--- config.mk ---
export PLATFORM = sky130hd
export DESIGN_NAME = accelerator_tensor_float_streamer
export DESIGN_NICKNAME = d
export VERILOG_FILES = /design/src/rtl/accelerator_tensor_float_streamer.sv
export SDC_FILE = /design/constraint.sdc
export NUM_CORES = 2
export LEC_CHECK = 0
export ABC_CLOCK_PERIOD_IN_PS = 45600
export CAP_MARGIN = 20
export CORE_UTILIZATION = 35
export CTS_BUF_LIST = sky130_fd_sc_hd__clkbuf_8 sky130_fd_sc_hd__clkbuf_16
export DETAILED_ROUTE_END_ITERATION = 6
export PLACE_DENSITY = 0.56
export SLEW_MARGIN = 40
export SYNTH_ARGS = -nofsm -noshare
export SYNTH_HDL_FRONTEND = slang
export SYNTH_SLANG_ARGS = --single-unit
--- constraint.sdc ---
create_clock -name CLK -period 45.6 [get_ports CLK]
set_input_delay 9.12 -clock CLK [delete_from_list [all_inputs] [get_ports CLK]]
set_output_delay 9.12 -clock CLK [all_outputs]
set_load 0.02 [all_outputs]
--- src/rtl/accelerator_tensor_float_streamer.sv ---
// Tensor element source for the float adder/subtractor blocks.
// A host fills a small word buffer while idle; START replays it as a k/j/i-ordered
// stream with framing strobes, and HOLD lets the consumer stall the stream.
module accelerator_tensor_float_streamer #(
    parameter int DATA_SIZE    = 64,
    parameter int CONTROL_SIZE = 4,
    parameter int ADDRESS_SIZE = 6
) (
    input  logic                    CLK,
    input  logic                    RST,
    input  logic                    START,
    output logic                    READY,
    input  logic                    HOLD,
    input  logic                    WRITE_ENABLE,
    input  logic [ADDRESS_SIZE-1:0] WRITE_ADDRESS,
    input  logic [DATA_SIZE-1:0]    WRITE_DATA,
    input  logic [DATA_SIZE-1:0]    SIZE_I_IN,
    input  logic [DATA_SIZE-1:0]    SIZE_J_IN,
    input  logic [DATA_SIZE-1:0]    SIZE_K_IN,
    output logic                    DATA_OUT_I_ENABLE,
    output logic                    DATA_OUT_J_ENABLE,
    output logic                    DATA_OUT_K_ENABLE,
    output logic [DATA_SIZE-1:0]    DATA_OUT
);

    localparam int DEPTH = 2 ** ADDRESS_SIZE;
    localparam logic [DATA_SIZE-1:0] ONE = DATA_SIZE'(1);

    typedef enum logic [1:0] {
        STARTER_STATE,
        STREAM_STATE,
        ENDER_STATE
    } state_t;

    state_t                  state;
    logic [DATA_SIZE-1:0]    buffer [DEPTH];
    logic [DATA_SIZE-1:0]    size_i;
    logic [DATA_SIZE-1:0]    size_j;
    logic [DATA_SIZE-1:0]    size_k;
    logic [DATA_SIZE-1:0]    index_i;
    logic [DATA_SIZE-1:0]    index_j;
    logic [DATA_SIZE-1:0]    index_k;
    logic [ADDRESS_SIZE-1:0] address;
    logic                    last_i;
    logic                    last_j;
    logic                    last_k;

    assign last_k = (index_k == size_k - ONE);
    assign last_j = (index_j == size_j - ONE);
    assign last_i = (index_i == size_i - ONE);

    // Host writes land only while idle so a running stream never sees its data change
    always_ff @(posedge CLK) begin
        if (WRITE_ENABLE && state == STARTER_STATE) begin
            buffer[WRITE_ADDRESS] <= WRITE_DATA;
        end
    end

    // Sequencer: latch sizes on START, walk k then j then i, then pulse READY once
    always_ff @(posedge CLK or posedge RST) begin
        if (RST) begin
            state             <= STARTER_STATE;
            size_i            <= '0;
            size_j            <= '0;
            size_k            <= '0;
            index_i           <= '0;
            index_j           <= '0;
            index_k           <= '0;
            address           <= '0;
            READY             <= 1'b0;
            DATA_OUT_I_ENABLE <= 1'b0;
            DATA_OUT_J_ENABLE <= 1'b0;
            DATA_OUT_K_ENABLE <= 1'b0;
            DATA_OUT          <= '0;
        end else begin
            READY             <= 1'b0;
            DATA_OUT_I_ENABLE <= 1'b0;
            DATA_OUT_J_ENABLE <= 1'b0;
            DATA_OUT_K_ENABLE <= 1'b0;
            case (state)
                STARTER_STATE: begin
                    if (START) begin
                        size_i  <= SIZE_I_IN;
                        size_j  <= SIZE_J_IN;
                        size_k  <= SIZE_K_IN;
                        index_i <= '0;
                        index_j <= '0;
                        index_k <= '0;
                        address <= '0;
                        if (SIZE_I_IN == '0 || SIZE_J_IN == '0 || SIZE_K_IN == '0) begin
                            state <= ENDER_STATE;
                        end else begin
                            state <= STREAM_STATE;
                        end
                    end
                end
                STREAM_STATE: begin
                    if (!HOLD) begin
                        DATA_OUT          <= buffer[address];
                        DATA_OUT_K_ENABLE <= 1'b1;
                        DATA_OUT_J_ENABLE <= (index_k == '0);
                        DATA_OUT_I_ENABLE <= (index_j == '0) && (index_k == '0);
                        address           <= address + ADDRESS_SIZE'(1);
                        if (last_k) begin
                            index_k <= '0;
                            if (last_j) begin
                                index_j <= '0;
                                if (last_i) begin
                                    index_i <= '0;
                                    state   <= ENDER_STATE;
                                end else begin
                                    index_i <= index_i + ONE;
                                end
                            end else begin
                                index_j <= index_j + ONE;
                            end
                        end else begin
                            index_k <= index_k + ONE;
                        end
                    end
                end
                ENDER_STATE: begin
                    READY <= 1'b1;
                    state <= STARTER_STATE;
                end
                default: begin
                    state <= STARTER_STATE;
                end
            endcase
        end
    end

endmodule

==> metrics.md <==
| Metric | Value |
|---|---|
| Outcome | finished clean |
| Final hold violations | 0 |
| Clk root buf | clkbuf_16 |
| Slowest CP cell | clkdlybuf4s50_1 |
| YS warnings | 0 |
| Post-CTS resize count | 0 |
| Antenna Nets Post-Route | 0 |
| DR WL/cell | ~30 um |
| CTS tree | built |
| Grt ovf | 0 |
| Cts hold-fix bufs | 0 |
| Hold crit path type | flop to flop |
| Max-Cap Viols | 0 |
| Die height | roughly 730 um |
| Final setup violation count | 0 |
| Period utilization | 26.68% |
| DRC errors left | 0 |
| Synth unique cells | a little over 80 |
| Commonest non-fill, non-tap cell in the layout | edfxtp_1 |
| Synth area leaders | edfxtp_1, mux4_2, dfrtp_1 |
| First-pass DRT Iterations | 6 |
| CTS clk-pin slew, worst paths | ~60 ps |
| CP max FO | 6 |
| FILL cells | roughly 46,000 |
| Post-CTS Setup Repair Bufs | 0 |
| Starting Density | approximately a third |
| DP Wirelength | between 300 and 400 mm |
| Share of cells above drive strength 1 | between 20% and 30% |
| CP max stage delay | 730 ps |
| # port buffers | 334 |
| Most frequent cells in the layout | edfxtp_1, mux4_2, nand2_1, clkbuf_16, dfrtp_1 |
| Number of DRC markers in iteration 0 | 10,890 |
| Worst VDD drop | about 0.000048 V |
| Core ar. | around 0.52 sq mm |
| Fin area | 0.2125 sq mm |
| Slew of the pin with the lowest slew margin | between 900 and 1000 ps |
| Largest family of logic cells by synthesized area | multiplexers |
| Cell Rows | between 200 and 300 |
| Setup crit start kind | input pin |
| Die area | about 0.53 sq mm |
| LEAKAGE | 68.34 nW |
| Post-Syn Instances | 9,386 |
| Slew Limit Headroom | a little over a third |
| Post-synthesis sequential area ratio | 73.41% |
| Synth Flop Type | edfxtp_1 |
| Worst Path Required | 46,480 ps |
| Synth Area in Compound Gates | between 1.5 and 2% |
| Post-synth ARST share | between 10% and 20% |
| Initial antenna violation count | 46 |
| Top-area cell type share of the netlist area | between 60% and 70% |
| Die Wd | roughly 730 um |
| Post-Synth XOR/XNOR Area | 1.697% |
| Yosys reg bits | between 4,000 and 5,000 |
| Tmin final | between 10,000 and 15,000 ps |
| Post-Synth Simple-Gate Area | ~5.4% |
| Power Dens Cells | about 51 mW/mm^2 |
| Global placer's final weighted congestion | 0.8765 |
| Drt total wl | around 530 mm |
| Register Area | 0.1345 sq mm |
| Syn-to-layout area delta | 15.99% |
| Final net count | between 10,000 and 15,000 |
| Max Transition Viols Final | 0 |
| Vias/cell | between 5 and 6 |
| Area leader, netlist | edfxtp_1 |
| Maximum root-to-sink buffer count | 4 |
| # IOs | between 300 and 400 |
| Number of synthesized flops with an enable pin | 4,096 |
| Cell area after synthesis | between 0.15 and 0.2 sq mm |
| Avg Synthesized Cell Area | a little under 20 sq um |
| Net Count, Synth | between 9,000 and 10,000 |
| Clk_lat worst skew | between 1000 and 1500 ps |
| Htree depth | 5 |
| CP endpoint kind | flop |
| Vias in the first global route | about 98,000 |
| Number of buffers created by CTS | about 460 |
| First-pass GRT wire length | approximately 750 mm |
| GR Util All Layers | between 10% and 20% |
| Via count | roughly 97,000 |
| CP Class | input pin to flop |
| Largest net degree at the start of global routing | a little over 200 |
| Setup TNS Final | 0 ps |
| Multi-input gate area | 0.04724 sq mm |
| Synth Area in Adders | less than 1% |
| Critical path arrival | around 13,000 ps |
| Mux contribution to synthesized area | 16.60% |
| Clk_skew | between 100 and 150 ps |
| Crit-path cells | clkdlybuf4s50_1, nand2b_1, a211o_1, nor3_1, nand4_1, nand2b_1, nor2_1, nand2_1, or3_1, or3_1, a21oi_1 |
| RSZ-0062 raised after global routing | no |
| Clk sinks | between 4,000 and 5,000 |
| Max Clk Rate | 82.20 MHz |
| Dpl cell area | 0.1967 sq mm |
[cell usage after synthesis (all sizes together), types with 6 or more instances]
master / number
a211oi: 9
a21o: 34
a21oi: 69
a22o: 25
a31o: 8
a31oi: 14
and2: 22
and3: 48
and4: 17
buf: 136
clkbuf: 360
dfrtp: 460
edfxtp: 4096
ha: 9
inv: 56
mux2: 32
mux2i: 37
mux4: 1318
nand2: 866
nand2b: 29
nand3: 105
nand3b: 12
nand4: 99
nand4b: 17
nor2: 340
nor2b: 15
nor3: 140
nor3b: 12
nor4: 165
nor4b: 18
o2111ai: 16
o211ai: 12
o21a: 9
o21ai: 180
o21bai: 6
o22ai: 11
o31ai: 24
o41ai: 17
or2: 15
or3: 65
or4: 54
xnor2: 220
xor2: 135
[cell type report]
class                   instances  area share (%)
flip-flops and latches       4556           63.29
clock inverters               377           1.617
multi-input cells            4278           22.23
well taps                    6942           4.087
repair buffers                618           2.999
clock buffers                 488           5.645
diodes                         24         0.02826
inverters                      56          0.1030
[worst max-delay path, delay by kind of cell]
family                 cells  cell delay, ps
AND/OR/NAND/NOR            8            2600
AO/OA/AOI/OAI              2             570
buffers and inverters      1             730
[worst paths after layout]
path / start / slack [ps] / end / cells after the start
max: START / 33430 / index_k[62]$_DFFE_PP0P_ / 11
min: DATA_OUT[3]$_DFFE_PP0P_ / 470 / DATA_OUT[3]$_DFFE_PP0P_ / 2
max reg2reg: size_j[23]$_DFFE_PP0P_ / 39030 / index_i[38]$_DFFE_PP0P_ / 11
min reg2reg: DATA_OUT[3]$_DFFE_PP0P_ / 470 / DATA_OUT[3]$_DFFE_PP0P_ / 2
max in group asynchronous: RST / 34640 / index_i[37]$_DFFE_PP0P_ / 5
min in group asynchronous: RST / 8670 / size_k[43]$_DFFE_PP0P_ / 2
[through the flow]
step	setup slack, ps	power, mW	util (%)	cells	hold slack (ps)
final	33430	10.92	40.78	17340	474.1
after global routing	33250	11.26	40.77	17320	503.3
after CTS	33530	11.04	40.69	17300	483.0
after detailed placement	32500	7.211	37.73	16430	467.7
after global placement	31730	7.190	37.51	16400	468.3
after floorplan	23650	6.137	-	9386	465.2
[where the power goes]
group	internal, mW	switching (mW)	total (mW)	leakage (nW)
sequential	4.61	0.105	4.71	42.8
clock	2.18	1.65	3.83	7.83
combinational	1.00	1.37	2.38	17.7
total	7.79	3.13	10.9	68.3
[state kept, by name (all words and copies together), names as in the netlist, 2 cells and up]
signal	count
buffer	4096
DATA_OUT	64
index_i	64
index_j	64
index_k	64
size_i	64
size_j	64
size_k	64
address	6
state	2
[routing by layer]
| layer | up-vias | part of all wire [%] | global-route usage (%) |
|---|---|---|---|
| met5 | - | 0.0042 | 0 |
| met4 | 4 | 2.3 | 4.576 |
| met3 | 691 | 6.9 | 2.511 |
| met2 | 3853 | 48 | 32.18 |
| met1 | 52690 | 42 | 27.92 |
| li1 | 39570 | - | - |
[cell families after synthesis]
kind of cell | Yosys count
AO/OA/AOI/OAI | 474
XOR/XNOR | 355
adder cells (fa/ha/maj) | 10
buffers and inverters | 552
flip-flops | 4556
multiplexers | 1387
AND/OR/NAND/NOR | 2052
Note: power is estimated with default switching activity, not from simulation.
